`config.mk`:
```
export PLATFORM = sky130hd
export DESIGN_NAME = ltc2333_read_flat
export DESIGN_NICKNAME = d
export VERILOG_FILES = /design/src/rtl/ltc2333_read_pkg.sv /design/src/rtl/ltc2333_read_if.sv /design/src/rtl/ltc2333_read_fifo.sv /design/src/rtl/ltc2333_read.sv /design/src/flat_wrapper.sv
export SDC_FILE = /design/constraint.sdc
export NUM_CORES = 1
export LEC_CHECK = 0
export CAP_MARGIN = 20
export CORE_UTILIZATION = 56
export CTS_CLUSTER_DIAMETER = 100
export DETAILED_ROUTE_END_ITERATION = 7
export GPL_TIMING_DRIVEN = 0
export PLACE_DENSITY = 0.86
export SYNTH_ARGS = -nofsm -noshare
export SYNTH_HDL_FRONTEND = slang
export SYNTH_HIERARCHICAL = 1
export SYNTH_SLANG_ARGS = --single-unit
```
`constraint.sdc`:
```
create_clock -name clk -period 3.6 [get_ports clk]
set_input_delay 1.08 -clock clk [delete_from_list [all_inputs] [get_ports clk]]
set_output_delay 1.08 -clock clk [all_outputs]
set_load 0.05 [all_outputs]
```
`src/rtl/ltc2333_read_pkg.sv`:
```
// Shared types and constants for the LTC2333 receive path.
package ltc2333_pkg;

  localparam int FRAME_BITS = 24;
  localparam int RESULT_W   = 18;
  localparam int CHAN_W     = 3;
  localparam int SPAN_W     = 3;
  localparam int SEQ_W      = 8;

  typedef struct packed {
    logic [SEQ_W-1:0]    seq;
    logic [SPAN_W-1:0]   span;
    logic [CHAN_W-1:0]   chan;
    logic [RESULT_W-1:0] result;
  } ltc2333_word_t;

  typedef enum logic [1:0] {IDLE, ARMED, SHIFT} rd_state_t;

  // Splits a raw MSB-first frame into result / channel / SoftSpan fields.
  function automatic ltc2333_word_t decode_frame(input logic [FRAME_BITS-1:0] bits,
                                                 input logic [SEQ_W-1:0] seq);
    ltc2333_word_t w;
    w.result = bits[FRAME_BITS-1 -: RESULT_W];
    w.chan   = bits[SPAN_W +: CHAN_W];
    w.span   = bits[SPAN_W-1:0];
    w.seq    = seq;
    return w;
  endfunction

endpackage

```
`src/rtl/ltc2333_read_if.sv`:
```
// AXI-Stream bundle carrying decoded LTC2333 words.
interface ltc2333_read_if;
  import ltc2333_pkg::*;

  logic [$bits(ltc2333_word_t)-1:0] tdata;
  logic                             tvalid;
  logic                             tready;
  logic                             tlast;

  modport master (output tdata, output tvalid, output tlast, input tready);
  modport slave  (input tdata, input tvalid, input tlast, output tready);
endinterface

```
`src/rtl/ltc2333_read_fifo.sv`:
```
// First-word-fall-through FIFO; DEPTH must be a power of 2 and at least 4.
module ltc2333_read_fifo #(
  parameter int DEPTH = 16,
  parameter int WIDTH = 33
) (
  input  logic             clk,
  input  logic             aresetn,
  input  logic             push,
  input  logic [WIDTH-1:0] push_data,
  input  logic             pop,
  output logic [WIDTH-1:0] head,
  output logic             full,
  output logic             empty,
  output logic             drop
);
  localparam int AW = $clog2(DEPTH);

  logic [WIDTH-1:0] mem [DEPTH];
  logic [AW:0]      wr_ptr;
  logic [AW:0]      rd_ptr;
  logic             do_push;
  logic             do_pop;

  assign empty   = (wr_ptr == rd_ptr);
  assign full    = (wr_ptr[AW] != rd_ptr[AW]) && (wr_ptr[AW-1:0] == rd_ptr[AW-1:0]);
  assign do_pop  = pop && !empty;
  // A pop in the same cycle frees a slot, so a push into a full FIFO still lands.
  assign do_push = push && (!full || do_pop);
  assign drop    = push && !do_push;
  assign head    = empty ? '0 : mem[rd_ptr[AW-1:0]];

  always_ff @(posedge clk or negedge aresetn) begin
    if (!aresetn) begin
      wr_ptr <= '0;
      rd_ptr <= '0;
    end else begin
      if (do_push) wr_ptr <= wr_ptr + 1'b1;
      if (do_pop)  rd_ptr <= rd_ptr + 1'b1;
    end
  end

  always_ff @(posedge clk) begin
    if (do_push) mem[wr_ptr[AW-1:0]] <= push_data;
  end

endmodule

```
`src/rtl/ltc2333_read.sv`:
```
// LTC2333 serial readback: oversamples scko/sdo, decodes 24-bit frames, streams them out.
// Define LTC2333_READ_SEQ_EN to carry a per-frame sequence number in tdata[31:24].
module ltc2333_read
  import ltc2333_pkg::*;
#(
  parameter int FIFO_DEPTH     = 16,
  parameter int TIMEOUT_CYCLES = 4096
) (
  input  logic                  clk,
  input  logic                  aresetn,
  input  logic                  enable,
  input  logic [3:0]            words_per_frame,
  input  logic                  cnv,
  input  logic                  scko,
  input  logic                  sdo,
  ltc2333_read_if.master        m_axis,
  output logic                  frame_err,
  output logic                  overflow,
  output logic [15:0]           err_count
);
  localparam int TW = $clog2(TIMEOUT_CYCLES + 1);
  localparam logic [4:0] LAST_BIT = 5'(FRAME_BITS - 1);

  rd_state_t             state, state_n;
  logic [2:0]            scko_sync;
  logic [1:0]            sdo_sync;
  logic [2:0]            cnv_sync;
  logic                  scko_rise, cnv_rise;
  logic [FRAME_BITS-1:0] sr, sr_n;
  logic [4:0]            bit_cnt;
  logic [3:0]            word_cnt, wpf;
  logic [TW-1:0]         timer;
  logic                  timeout, start, abort, shift_en, word_done, last_word;
  logic [SEQ_W-1:0]      cur_seq;
  logic                  push_q, push_last_q;
  ltc2333_word_t         push_word_q;
  logic [32:0]           fifo_head;
  logic                  fifo_full, fifo_empty, fifo_drop;

  assign scko_rise = scko_sync[1] & ~scko_sync[2];
  assign cnv_rise  = cnv_sync[1] & ~cnv_sync[2];
  assign sr_n      = {sr[FRAME_BITS-2:0], sdo_sync[1]};
  assign last_word = ((word_cnt + 4'd1) == wpf);
  assign timeout   = (state != IDLE) && (timer == TW'(TIMEOUT_CYCLES - 1));

  always_comb begin
    wpf = words_per_frame;
    if (words_per_frame == 4'd0)     wpf = 4'd1;
    else if (words_per_frame > 4'd8) wpf = 4'd8;
  end

  always_ff @(posedge clk or negedge aresetn) begin
    if (!aresetn) begin
      scko_sync <= '0;
      sdo_sync  <= '0;
      cnv_sync  <= '0;
      state     <= IDLE;
    end else begin
      scko_sync <= {scko_sync[1:0], scko};
      sdo_sync  <= {sdo_sync[0], sdo};
      cnv_sync  <= {cnv_sync[1:0], cnv};
      state     <= state_n;
    end
  end

  // Abort (cnv or timeout) takes priority over a coincident scko edge.
  always_comb begin
    state_n   = state;
    start     = 1'b0;
    abort     = 1'b0;
    shift_en  = 1'b0;
    word_done = 1'b0;
    case (state)
      IDLE: begin
        if (cnv_rise && enable) begin
          start   = 1'b1;
          state_n = ARMED;
        end
      end
      ARMED, SHIFT: begin
        if (cnv_rise || timeout) begin
          abort   = 1'b1;
          state_n = (cnv_rise && enable) ? ARMED : IDLE;
        end else if (scko_rise) begin
          shift_en = 1'b1;
          state_n  = SHIFT;
          if (bit_cnt == LAST_BIT) begin
            word_done = 1'b1;
            if (last_word) state_n = IDLE;
          end
        end
      end
      default: state_n = IDLE;
    endcase
  end

  always_ff @(posedge clk or negedge aresetn) begin
    if (!aresetn) begin
      sr          <= '0;
      bit_cnt     <= '0;
      word_cnt    <= '0;
      timer       <= '0;
      push_q      <= 1'b0;
      push_last_q <= 1'b0;
      push_word_q <= '0;
    end else begin
      if (start || abort) begin
        bit_cnt  <= '0;
        word_cnt <= '0;
      end else if (shift_en) begin
        sr <= sr_n;
        if (word_done) begin
          bit_cnt  <= '0;
          word_cnt <= word_cnt + 4'd1;
        end else begin
          bit_cnt <= bit_cnt + 5'd1;
        end
      end
      if (state == IDLE || abort || scko_rise) timer <= '0;
      else if (!timeout)                       timer <= timer + TW'(1);
      push_q      <= word_done;
      push_last_q <= word_done && last_word;
      push_word_q <= decode_frame(sr_n, cur_seq);
    end
  end

`ifdef LTC2333_READ_SEQ_EN
  logic [SEQ_W-1:0] seq;

  always_ff @(posedge clk or negedge aresetn) begin
    if (!aresetn)                    seq <= '0;
    else if (word_done && last_word) seq <= seq + 1'b1;
  end

  assign cur_seq = seq;
`else
  assign cur_seq = '0;
`endif

  // A dropped tlast word loses the frame boundary, so it is counted like an abort.
  always_ff @(posedge clk or negedge aresetn) begin
    if (!aresetn) begin
      frame_err <= 1'b0;
      overflow  <= 1'b0;
      err_count <= '0;
    end else begin
      frame_err <= abort;
      overflow  <= fifo_drop;
      if ((abort || (fifo_drop && push_last_q)) && err_count != 16'hFFFF)
        err_count <= err_count + 16'd1;
    end
  end

  ltc2333_read_fifo #(.DEPTH(FIFO_DEPTH), .WIDTH(33)) u_fifo (
    .clk       (clk),
    .aresetn   (aresetn),
    .push      (push_q),
    .push_data ({push_last_q, push_word_q}),
    .pop       (m_axis.tready),
    .head      (fifo_head),
    .full      (fifo_full),
    .empty     (fifo_empty),
    .drop      (fifo_drop)
  );

  assign m_axis.tvalid = !fifo_empty;
  assign m_axis.tdata  = fifo_head[31:0];
  assign m_axis.tlast  = fifo_head[32];

endmodule
```
`src/flat_wrapper.sv`:
```
// flat-port wrapper written by rule: the top's interface ports become plain ports
module ltc2333_read_flat import ltc2333_pkg::*;
#(
  parameter int FIFO_DEPTH     = 16,
  parameter int TIMEOUT_CYCLES = 4096
)
  (clk, aresetn, enable, words_per_frame, cnv, scko, sdo, frame_err, overflow, err_count, m_axis_tdata, m_axis_tvalid, m_axis_tlast, m_axis_tready);
  ltc2333_read_if m_axis_i ();
  input  logic clk;
  input  logic aresetn;
  input  logic enable;
  input  logic [3:0] words_per_frame;
  input  logic cnv;
  input  logic scko;
  input  logic sdo;
  output logic frame_err;
  output logic overflow;
  output logic [15:0] err_count;
  output wire logic [$bits(m_axis_i.tdata)-1:0] m_axis_tdata;
  output wire logic [$bits(m_axis_i.tvalid)-1:0] m_axis_tvalid;
  output wire logic [$bits(m_axis_i.tlast)-1:0] m_axis_tlast;
  input wire logic [$bits(m_axis_i.tready)-1:0] m_axis_tready;
  assign m_axis_tdata = m_axis_i.tdata;
  assign m_axis_tvalid = m_axis_i.tvalid;
  assign m_axis_tlast = m_axis_i.tlast;
  assign m_axis_i.tready = m_axis_tready;
  ltc2333_read #(.FIFO_DEPTH(FIFO_DEPTH), .TIMEOUT_CYCLES(TIMEOUT_CYCLES)) u_core (.clk(clk), .aresetn(aresetn), .enable(enable), .words_per_frame(words_per_frame), .cnv(cnv), .scko(scko), .sdo(sdo), .m_axis(m_axis_i), .frame_err(frame_err), .overflow(overflow), .err_count(err_count));
endmodule
```
== Word-level counts from Yosys, hierarchy flattened ==
Memory sizes are Yosys's and may differ from the RTL's.
Index checks and enable logic that the tools add are counted.

* Output and inout bits: 52
* Memories: 1
* RAM bits: 400
* Register bits after elaboration: 109

{| class="wikitable"
|+ Memories
! memory !! words !! bits a word !! read ports !! clocked after Yosys merged registers in !! wr ports !! line !! RTL
|-
| u_core.u_fifo.mem || 16 || 25 || 1 || 0 || 1 || ltc2333_read_fifo.sv:18 || <nowiki>logic [WIDTH-1:0] mem [DEPTH];</nowiki>
|}

* Equal/unequal tests: 12
* Bitwise operators: 5
* $add $sub $neg: 6
* Order comparisons: 1
* Reductions and logical operators: 27
* Muxes and demuxes: 31

{| class="wikitable"
|+ Operators by type and width
! kind !! count
|-
| two-way mux 33 bit || 1
|-
| two-way mux 13 bit || 2
|-
| two-way mux 4 bit || 5
|-
| adder 16 x 1 -> 16 bit, second input constant || 1
|-
| inequality test 16 bit, second input constant || 1
|-
| adder 5 x 1 -> 5 bit, second input constant || 3
|-
| two-way mux 5 bit || 3
|-
| two-way mux 1 bit || 14
|-
| adder 13 x 1 -> 13 bit, second input constant || 1
|-
| == test 13 x 12 -> 1 bit, second input constant || 1
|-
| two-way mux 2 bit || 5
|-
| logical AND 1 bit || 9
|-
| == test 4 bit || 2
|-
| logical OR 1 bit || 6
|-
| AND reduction 2 bit || 3
|-
| nonzero test 2 bit || 3
|-
| == test 5 bit || 1
|-
| == test 5 bit, second input constant || 1
|-
| adder 4 x 1 -> 4 bit, second input constant || 1
|-
| greater-than comparator 4 bit, second input constant || 1
|-
| logical NOT 4 bit || 1
|-
| case mux 2 bit (2 select lines) || 1
|-
| logical NOT 1 bit || 3
|-
| inequality test 3 x 1 -> 1 bit, second input constant || 1
|-
| 9 further kinds || 12
|}

== Depth between registers and ports, before layout ==
Gate-level depths: netlist of run 1.

* Word-level depth: 10
* Mapped depth: 10
* Gate-level depth less buffers: 8

== By module ==
The synthesis of run 1 kept the hierarchy.

{| class="wikitable"
|+ By module, submodules not included
! module !! cells each !! area an instance (sq um) !! sequential area each (sq um) !! times used
|-
| ltc2333_read_fifo || 883 || 20502.2 || 16105.4 || 1
|-
| ltc2333_read || 318 || 4046.4 || 2477.4 || 1
|}

== Least setup slack after synthesis of run 1 ==
OpenSTA, ideal clock, no wires.

* Path type: input-to-reg
* Start: in m_axis_tready
* End: mem u_core/u_fifo/mem[11][0] (netlist bit) (enable)
* Library setup time: 0.471 ns
* Path slack: -0.583 ns
* Arrival time: 3.712 ns
* Stages: 2
* Path through: o311ai_4 > nor3b_1

* Cells in the longest elaborated chain, start to end: 5

{| class="wikitable"
|+ Ends and longest elaborated chain
! item !! line !! RTL
|-
| from (decl) || flat_wrapper.sv:22 || <nowiki>input wire logic [$bits(m_axis_i.tready)-1:0] m_axis_tready;</nowiki>
|-
| logical AND 1 bit || ltc2333_read_fifo.sv:26 || <nowiki>assign do_pop = pop && !empty;</nowiki>
|-
| logical OR 1 bit || ltc2333_read_fifo.sv:28 || <nowiki>assign do_push = push && (!full || do_pop);</nowiki>
|-
| logical AND 1 bit || ltc2333_read_fifo.sv:28 ||
|-
| two-way mux 1 bit || ltc2333_read_fifo.sv:43 || <nowiki>if (do_push) mem[wr_ptr[AW-1:0]] <= push_data;</nowiki>
|-
| two-way mux 1 bit (not written as such) || ltc2333_read_fifo.sv:43 ||
|-
| to (decl) || ltc2333_read_fifo.sv:18 ||
|}

No other way between the ends.

==> results of run 1 <==
power by group:
| group | switching, mW | total (mW) | internal [mW] |
|---|---|---|---|
| combinational | 4.37 | 7.52 | 3.15 |
| clock | 2.77 | 6.19 | 3.42 |
| sequential | 0.283 | 8.54 | 8.25 |
registers in the layout, summed over array words and instances, names as in the netlist, 3 cells and up:
signal / cells
u_core/bit_cnt: 5
u_core/u_fifo/rd_ptr: 5
u_core/push_word_q: 24
u_core/cnv_sync: 3
u_core/u_fifo/wr_ptr: 5
u_core/sr: 23
u_core/timer: 13
u_core/word_cnt: 4
u_core/scko_sync: 3
u_core/err_count: 16
u_core/u_fifo/mem: 528
cell type report:
class / count / area, um^2 / share of cell area
flip-flops and latches: 637 / 18600 / 0.623
multi-input cells: 622 / 6530 / 0.219
clock buffers: 76 / 1590 / 0.0533
repair buffers: 104 / 1390 / 0.0467
well taps: 585 / 732 / 0.0245
plain buffers: 58 / 648 / 0.0217
clock inverters: 33 / 303 / 0.0102
inverters: 9 / 33.8 / 0.00113
stage by stage:
stage	instance area [um^2]	TNS [ps]
3_5_place_dp	26800	-13360
6_report	29800	-1500
5_1_grt	29800	-2730
3_3_place_gp	26400	-722240
2_1_floorplan	25000	0
4_1_cts	29200	-1840
worst min-delay path by stage:
stage | from | end | slack (ps) | cells past startpoint
4_1_cts | u_core/cnv_sync[0] | u_core/cnv_sync[1] | 350 | 0
2_1_floorplan | u_core/cnv_sync[0] | u_core/cnv_sync[1] | 330 | 0
3_3_place_gp | u_core/cnv_sync[0] | u_core/cnv_sync[1] | 330 | 0
6_report | u_core/cnv_sync[0] | u_core/cnv_sync[1] | 350 | 0
3_5_place_dp | u_core/cnv_sync[0] | u_core/cnv_sync[1] | 340 | 0
5_1_grt | u_core/scko_sync[0] | u_core/scko_sync[1] | 360 | 0
layer usage:
metal,wire (um),up-vias,part of all wire,global-route usage
li1,-,5378,-,-
met1,21500,6925,0.34,0.339
met2,33100,829,0.53,0.467
met3,5640,180,0.090,0.0524
met4,2580,0,0.041,0.124
met5,0,-,0,0
repair_timing:
action                     in CTS  in global routing
setup endpoints to repair      34                 34
gates cloned                    0                 10
pin swaps                       1                 19
resized for setup             336                 83
buffers inserted                5                  8
==> run metrics, run 1 <==
violated checks=negative setup slack; Iter 0 DRT Violations=between 1,500 and 2,000; most common library cell in the layout ignoring fill and taps=sky130_fd_sc_hd__edfxtp_1; Hold-fix buffers, CTS=0; summed instance area of the synthesized netlist=about 0.025 mm^2; via count=approximately 13,000; fillcell total=around 2,500; post-detailed-placement half-perimeter wirelength=approximately 34 mm; number of endpoints failing setup at the final stage=30; max frequency=266 MHz; Area growth syn-to-layout=21.5%; worst max-slew margin expressed relative to the limit=0.301; antenna viol nets, final=0; outcome=complete, but fails checks; number of cells in the design after placement=about 2,000; GRT Residual Overflow=0; unrepaired setup endpoints after global routing=true; post-placement setup slack=-554 ps; Ys Warns=6; number of rows created at floorplan=76; required time reported for the critical path endpoint=~2500 ps; Leak Pwr=~10 nW; worst reg2reg endpoint=u_core/err_count[7]; start point of the critical path=u_core/u_fifo/rd_ptr[0]; wire length of the first global-routing pass=86.9 mm; die outline area=0.0447 mm^2; Root Buffer Master=sky130_fd_sc_hd__clkbuf_16; Crit Path Category=reg2out; Antenna Cells=0; synthesized netlist cell count=about 1,200; die boundary height=211 um; worst hold slack=~350 ps; worst clock skew=roughly 28 ps; wire length per cell=between 20 and 30 um; sum of internal, switching and leakage power=between 20 and 25 mW; min setup slack post-route=-156 ps; die span in x=~210 um; post-route clock period utilization=1.04; WP buf/inv=4; sequence of cells on the critical path=buf_12 > buf_16 > buf_16 > mux4_2 > a22oi_2 > a21oi_2 > buf_6; fraction of final layout cells sized beyond drive strength 1=0.324; number of nets in the final layout=approximately 1,500; detailed-route DRC error count=0; fin cells=2,124; CTS tree=yes; final weighted congestion in routability-driven placement=a little under 0.8; core area=roughly 0.043 mm^2; post-DR vias/cell=6.27; max incr delay on CP=540 ps; Synth Area per Inst=20.5 um^2; clock period minus worst slack=~3800 ps; worst r2r path cells=11; critical path depth=7; Worst path top cell family by delay=buffers and inverters; worst setup path end=m_axis_tdata[26]; number of max-slew violations in the final report=0; kind of capture point of the worst setup path=output port; transition time of the tightest slew-check pin=between 1000 and 1500 ps; most frequent CP cell=sky130_fd_sc_hd__buf_16; count of max-cap constraint violations=0; Min-Delay Path Class=reg2reg; Max FO, Critical Path=7; wire length reported by the detailed router=roughly 63 mm; initial antenna violation count=1; Worst Path Arrival=roughly 2700 ps; depth of the CTS H-tree=2; commonest cells after routing, fill and taps aside=528 x sky130_fd_sc_hd__edfxtp_1, 132 x sky130_fd_sc_hd__mux4_2, 128 x sky130_fd_sc_hd__conb_1; number of buffers created by CTS=a little under 60; worst supply voltage drop on vdd=about 540 uV; critical-path cell with the highest stage delay=sky130_fd_sc_hd__mux4_2; total global-route track usage=0.273; flop2flop setup slack=570 ps; Critical Path Source Type=register; Final Util=0.691; power density over the cells=between 700 and 800 mW/mm^2; Final Hold Fails=0; I/O Pins=63; clock latency on the worst-skew pair=approximately 620 ps; number of input and output port buffers inserted=between 60 and 70; number of buffers between clock root and the deepest sink=3; number of clock sinks=637; pin count of the biggest net entering global routing=between 60 and 70; startpoint of the worst register-to-register path=u_core/u_fifo/rd_ptr[0]; length of the first detailed-routing pass in iterations=5; clock slew at reported path FFs=70 ps; initial standard-cell utilization of the core=0.569; via count of the first global-routing pass=roughly 14,000
Power figures use the tool's default switching activity.
==> run 2: changes to the inputs <==
--- a/config.mk
+++ b/config.mk
@@ -12,4 +12,5 @@
 export GPL_TIMING_DRIVEN = 0
 export PLACE_DENSITY = 0.86
+export SKIP_LAST_GASP = 1
 export SYNTH_ARGS = -nofsm -noshare
 export SYNTH_HDL_FRONTEND = slang
==> constraint.sdc (replaced) <==
create_clock -name clk -period 3.6 [get_ports clk]
set_input_delay 1.08 -clock clk [delete_from_list [all_inputs] [get_ports clk]]
set_output_delay 1.08 -clock clk [all_outputs]
set_load 0.1 [all_outputs]
==> run 2 against run 1 <==
The flow still finishes with violations (negative setup slack). Setup slack worse by 130 ps. First-iteration DRC count is 4.0% higher. Highest routed layer unchanged. Via count is 0.92% higher. Wire length is 0.32% higher.
==> run metrics, run 2 (synthesis results as in run 1) <==
worst max-slew margin expressed relative to the limit=0.338 (+0.0372); power density over the cells=802 mW/mm^2 (+7.5%); wire length reported by the detailed router=63.0 mm (+0.32%); clock period minus worst slack=3880 ps (+126 ps); Area growth syn-to-layout=22.9%; number of clock sinks=637 (unchanged); detailed-route DRC error count=0 (unchanged); min setup slack post-route=-282 ps (-126 ps); transition time of the tightest slew-check pin=990 ps (-57.7 ps); core area=0.0432 mm^2 (unchanged); sum of internal, switching and leakage power=24.2 mW (+8.8%); critical-path cell with the highest stage delay=sky130_fd_sc_hd__mux4_2; worst hold slack=350 ps (-2.12 ps); clock slew at reported path FFs=70 ps (about the same); commonest cells after routing, fill and taps aside=528 x sky130_fd_sc_hd__edfxtp_1, 132 x sky130_fd_sc_hd__mux4_2, 128 x sky130_fd_sc_hd__conb_1; Iter 0 DRT Violations=1,729 (+4.0%); count of max-cap constraint violations=0 (unchanged); via count of the first global-routing pass=14,000 (-1.4%); die boundary height=211 um (unchanged); kind of capture point of the worst setup path=output port; pin count of the biggest net entering global routing=74 (+19%); via count=13,400 (+0.92%); worst supply voltage drop on vdd=797 uV (+48%); Worst Path Arrival=2800 ps (+120 ps); WP buf/inv=5 (+1); post-DR vias/cell=6.28 (+0.16%); number of endpoints failing setup at the final stage=34 (+13%); fraction of final layout cells sized beyond drive strength 1=0.328 (+0.00395); GRT Residual Overflow=0 (unchanged); post-placement setup slack=-803 ps (-249 ps); CTS tree=yes; antenna viol nets, final=0 (unchanged); Critical Path Source Type=register; final weighted congestion in routability-driven placement=0.794 (+1.2%); Root Buffer Master=sky130_fd_sc_hd__clkbuf_16; Crit Path Category=reg2out; initial standard-cell utilization of the core=0.569 (unchanged); outcome=complete, but fails checks; required time reported for the critical path endpoint=2520 ps (about the same); Cell Area, Placed=0.0270 mm^2 (+0.69%); unrepaired setup endpoints after global routing=true; number of buffers created by CTS=60 (+3.4%); Worst path top cell family by delay=buffers and inverters; worst clock skew=21.4 ps (-6.36 ps); number of nets in the final layout=1,524 (+0.79%); max frequency=258 MHz (-3.2%); post-route clock period utilization=1.08 (+0.0350); wire length per cell=29.4 um (-0.43%); flip-flop count of the largest register, all copies and words added=528 (unchanged); number of max-slew violations in the final report=0 (unchanged); setup TNS=-5820 ps (-4320 ps); max incr delay on CP=550 ps (about the same); Final Hold Fails=0 (unchanged); wire length of the first global-routing pass=89.4 mm (+2.9%); number of buffers between clock root and the deepest sink=3 (unchanged); die span in x=211 um (unchanged); post-route standard cell area excluding fillers=0.0302 mm^2 (+1.2%); most common library cell in the layout ignoring fill and taps=sky130_fd_sc_hd__edfxtp_1; I/O Pins=63 (unchanged); number of rows created at floorplan=76 (unchanged); die outline area=0.0447 mm^2 (unchanged); post-detailed-placement half-perimeter wirelength=33.7 mm (-0.25%); length of the first detailed-routing pass in iterations=5 (unchanged); depth of the CTS H-tree=2 (unchanged); Hold-fix buffers, CTS=0 (unchanged); total global-route track usage=0.282 (+0.00981); number of input and output port buffers inserted=62 (unchanged); clock latency on the worst-skew pair=640 ps (+20 ps); Max FO, Critical Path=6 (-1); initial antenna violation count=1 (unchanged); Leak Pwr=10.5 nW (+1.6%); sequence of cells on the critical path=buf_12 > buf_12 > buf_12 > buf_12 > mux4_2 > a22oi_2 > a21oi_4 > buf_12; most frequent CP cell=sky130_fd_sc_hd__buf_12; Min-Delay Path Class=reg2reg; violated checks=negative setup slack
run 2: cell type report:
cell class / instances / area (um^2)
Multi-Input combinational cell: 622 / 6570
Antenna cell: 1 / 2.50
Timing Repair Buffer: 114 / 1610
Sequential cell: 637 / 18600
Clock buffer: 80 / 1660
Tap cell: 585 / 732
Fill cell: 2435 / 13000
Clock inverter: 34 / 397
Inverter: 9 / 33.8
Buffer: 58 / 584
run 2: routing by layer:
layer / wire length, um / track usage / part of all wire / vias up
met3: 5570 / 0.0516 / 0.089 / 214
li1: - / - / - / 5388
met1: 22000 / 0.359 / 0.35 / 6929
met4: 3310 / 0.139 / 0.053 / 0
met5: 0 / 0 / 0 / -
met2: 32100 / 0.473 / 0.51 / 903
run 2: worst reg2reg max path: cells and delay by family (launching register included):
family	cells	cell delay, ps
buffers and inverters	5	940
and+or+nand+nor	3	840
AOI/OAI and AO/OA	3	650
DFF	1	430
xor gates and xnor gates	2	310
run 2: repair_timing:
action,4_1_cts,5_1_grt
resized for setup,361,46
endpoints found under the setup margin,34,34
cloned,3,2
setup buffers,10,18
pin swaps,12,12
hold endpoints to repair,0,0
run 2: path summary, 6_finish.rpt:
check	from	endpoint	slack, ps	depth (start not counted)
max reg2reg	u_core/u_fifo/rd_ptr[0]	u_core/err_count[15]	290	13
min in group asynchronous	aresetn	u_core/sr[19]	460	1
max	u_core/u_fifo/rd_ptr[0]	m_axis_tdata[24]	-280	8
min reg2reg	u_core/sdo_sync[0]	u_core/sdo_sync[1]	350	0
max in group asynchronous	aresetn	u_core/err_count[1]	2360	2
min	u_core/sdo_sync[0]	u_core/sdo_sync[1]	350	0
run 2: report_power, final:
part	internal, mW	total (mW)	switching (mW)	leakage [nW]
Sequential	8.25	8.55	0.299	6.23
Combinational	3.34	9.05	5.71	3.31
Clock	3.81	6.60	2.79	1.01
Total	15.4	24.2	8.80	10.5
run 2: per-stage QoR:
step / utilization / cells
5_1_grt: 0.699 / 2140
6_report: 0.699 / 2140
4_1_cts: 0.689 / 2119
3_3_place_gp: 0.614 / 1974
3_5_place_dp: 0.626 / 1993
2_1_floorplan: - / 1327
==> run 3: changes to the inputs <==
Clock period 3.6 ns to 3.5 ns, I/O delays scaled along.
==> run 3 against run 2 <==
The flow still finishes with violations (negative setup slack). Wire length shrank 2.3%. Largest power group unchanged. Utilization grew 0.19 points. Clock power grew 3%. Largest cell class unchanged.
==> run metrics, run 3 (synthesis results as in run 1) <==
violated checks=negative setup slack; worst supply voltage drop on vdd=818 uV (+2.7%); sequential cell area=0.0186 mm^2 (unchanged); I/O Pins=63 (unchanged); commonest cells after routing, fill and taps aside=528 x sky130_fd_sc_hd__edfxtp_1, 132 x sky130_fd_sc_hd__mux4_2, 128 x sky130_fd_sc_hd__conb_1; die boundary height=211 um (unchanged); Min-Delay Path Class=reg2reg; sequence of cells on the critical path=buf_12 > buf_12 > buf_16 > buf_12 > mux4_2 > a22oi_2 > a21oi_2 > buf_6; Antenna Cells=0 (-1); flip-flop count of the largest register, all copies and words added=528 (unchanged); die outline area=0.0447 mm^2 (unchanged); detailed-route DRC error count=0 (unchanged); Final Hold Fails=0 (unchanged); clock latency on the worst-skew pair=640 ps (about the same); worst hold slack=350 ps (unchanged); Worst path top cell family by delay=buffers and inverters; fillcell total=2,411 (-0.99%); min setup slack post-route=-371 ps (-89.2 ps); Critical Path Source Type=register; Hold-fix buffers, CTS=0 (unchanged); required time reported for the critical path endpoint=2450 ps (-70 ps); post-route clock period utilization=1.11; Leak Pwr=10.6 nW (+0.13%); Cell Area, Placed=0.0270 mm^2 (unchanged); via count of the first global-routing pass=14,000 (+0.093%); final weighted congestion in routability-driven placement=0.794 (unchanged); Crit Path Category=reg2out; transition time of the tightest slew-check pin=990 ps (unchanged); number of cells in the design after placement=1,993 (unchanged); max incr delay on CP=570 ps (+20 ps); via count=13,400 (-0.51%); share of total power in combinational logic=0.378 (+0.004); most frequent CP cell=sky130_fd_sc_hd__buf_12; worst clock skew=21.7 ps (+0.364 ps); post-route standard cell area excluding fillers=0.0302 mm^2 (+0.27%); fin cells=2,131 (-0.42%); clock slew at reported path FFs=70 ps (about the same); setup TNS=-7610 ps (-1790 ps); internal power consumption=16.0 mW (+3.8%); count of max-cap constraint violations=0 (unchanged); number of rows created at floorplan=76 (unchanged); Max FO, Critical Path=6 (unchanged); critical-path cell with the highest stage delay=sky130_fd_sc_hd__mux4_2; wire length per cell=28.9 um (-1.9%); kind of capture point of the worst setup path=output port; fraction of final layout cells sized beyond drive strength 1=0.329 (+0.00105); Multi-input gate area=0.00660 mm^2 (+0.46%); antenna viol nets, final=0 (unchanged); number of nets in the final layout=1,516 (-0.52%); unrepaired setup endpoints after global routing=true; Root Buffer Master=sky130_fd_sc_hd__clkbuf_16; total global-route track usage=0.278 (-0.00460); post-placement setup slack=-873 ps (-70.0 ps); power density over the cells=828 mW/mm^2 (+3.2%); number of buffers between clock root and the deepest sink=3 (unchanged); WP buf/inv=5 (unchanged); CTS tree=yes; initial antenna violation count=0 (-1); wire length reported by the detailed router=61.5 mm (-2.3%); core area=0.0432 mm^2 (unchanged); worst max-slew margin expressed relative to the limit=0.338 (unchanged); sw frac=0.361 (-0.00204); depth of the CTS H-tree=2 (unchanged); GRT Residual Overflow=0 (unchanged); Sw Pwr=9.05 mW (+2.9%); number of endpoints failing setup at the final stage=33 (-2.9%); number of buffers created by CTS=60 (unchanged); Iter 0 DRT Violations=1,585 (-8.3%); wire length of the first global-routing pass=88.4 mm (-1.2%); post-detailed-placement half-perimeter wirelength=33.7 mm (unchanged); Worst Path Arrival=2820 ps (+20 ps); clock power share=0.271 (-0.002); Seq pwr share=0.351 (-0.002); die span in x=211 um (unchanged); most common library cell in the layout ignoring fill and taps=sky130_fd_sc_hd__edfxtp_1; length of the first detailed-routing pass in iterations=5 (unchanged); number of clock sinks=637 (unchanged); post-DR vias/cell=6.27 (about the same); clock period minus worst slack=around 3900 ps; flop2flop setup slack=230 ps (-60 ps); outcome=complete, but fails checks; Area growth syn-to-layout=23.2%; number of max-slew violations in the final report=0 (unchanged); pin count of the biggest net entering global routing=74 (unchanged); number of input and output port buffers inserted=62 (unchanged); initial standard-cell utilization of the core=0.569 (unchanged); max frequency=258 MHz
## run 3: cell types whose count changed in the layout (fill, tap and decap cells not counted), sizes merged
| cell | before | now |
|---|---|---|
| bufbuf | 0 | 1 |
| clkbuf | 98 | 102 |
| buf | 127 | 114 |
| diode | 1 | 0 |
## run 3: routing by layer
metal  vias up  global-route usage  share of wire
met5         -                   0              0
li1       5376                   -              -
met2       867               0.471           0.52
met1      6952               0.352           0.35
met3       171              0.0528          0.089
met4         0               0.122          0.041
## run 3: path summary, 6_finish.rpt
kind,from,cells after the start,end
worst max-delay path,u_core/u_fifo/rd_ptr[0],8,m_axis_tdata[7]
worst min-delay path,u_core/sdo_sync[0],0,u_core/sdo_sync[1]
worst max register to register,u_core/u_fifo/rd_ptr[0],13,u_core/err_count[15]
worst min register to register,u_core/sdo_sync[0],0,u_core/sdo_sync[1]
max in group asynchronous,aresetn,2,u_core/err_count[0]
min in group asynchronous,aresetn,1,u_core/push_word_q[12]
## run 3: worst reg2reg max path: cells and delay by family, from the launching register on
family | cells | cell delay (ps)
buf+inv | 5 | 940
simple gates | 3 | 860
compound gates | 3 | 640
flops | 1 | 440
xor+xnor | 2 | 280
## run 3: power groups by stage
stage	Sequential, mW	Combinational [mW]	Clock, mW
5_1_grt	8.82	9.72	7.11
6_report	8.79	9.46	6.78
4_1_cts	8.78	8.70	6.78
3_3_place_gp	8.88	7.44	0
3_5_place_dp	8.92	7.57	0
2_1_floorplan	9.00	5.47	0
## run 3: cell type report
class,count,area share
clock inverters,34,0.0131
inverters,9,0.00112
repair buffers,106,0.0545
clock buffers,80,0.0548
flip-flops and latches,637,0.614
plain buffers,58,0.0197
well taps,585,0.0242
multi-input cells,622,0.218
## run 3: per-stage QoR
step | total power [mW] | utilization
detailed placement | 16.5 | 0.626
CTS | 24.3 | 0.689
global route | 25.7 | 0.701
finish | 25.0 | 0.701
global placement | 16.3 | 0.614
floorplan | 14.5 | -
## run 3: repair_timing
action / 4_1_cts / 5_1_grt
setup endpoints to repair: 34 / 34
buffers inserted: 10 / 6
gates cloned: 3 / 6
pin swaps: 12 / 13
gates resized for setup: 363 / 65
endpoints found under the hold margin: 0 / 0
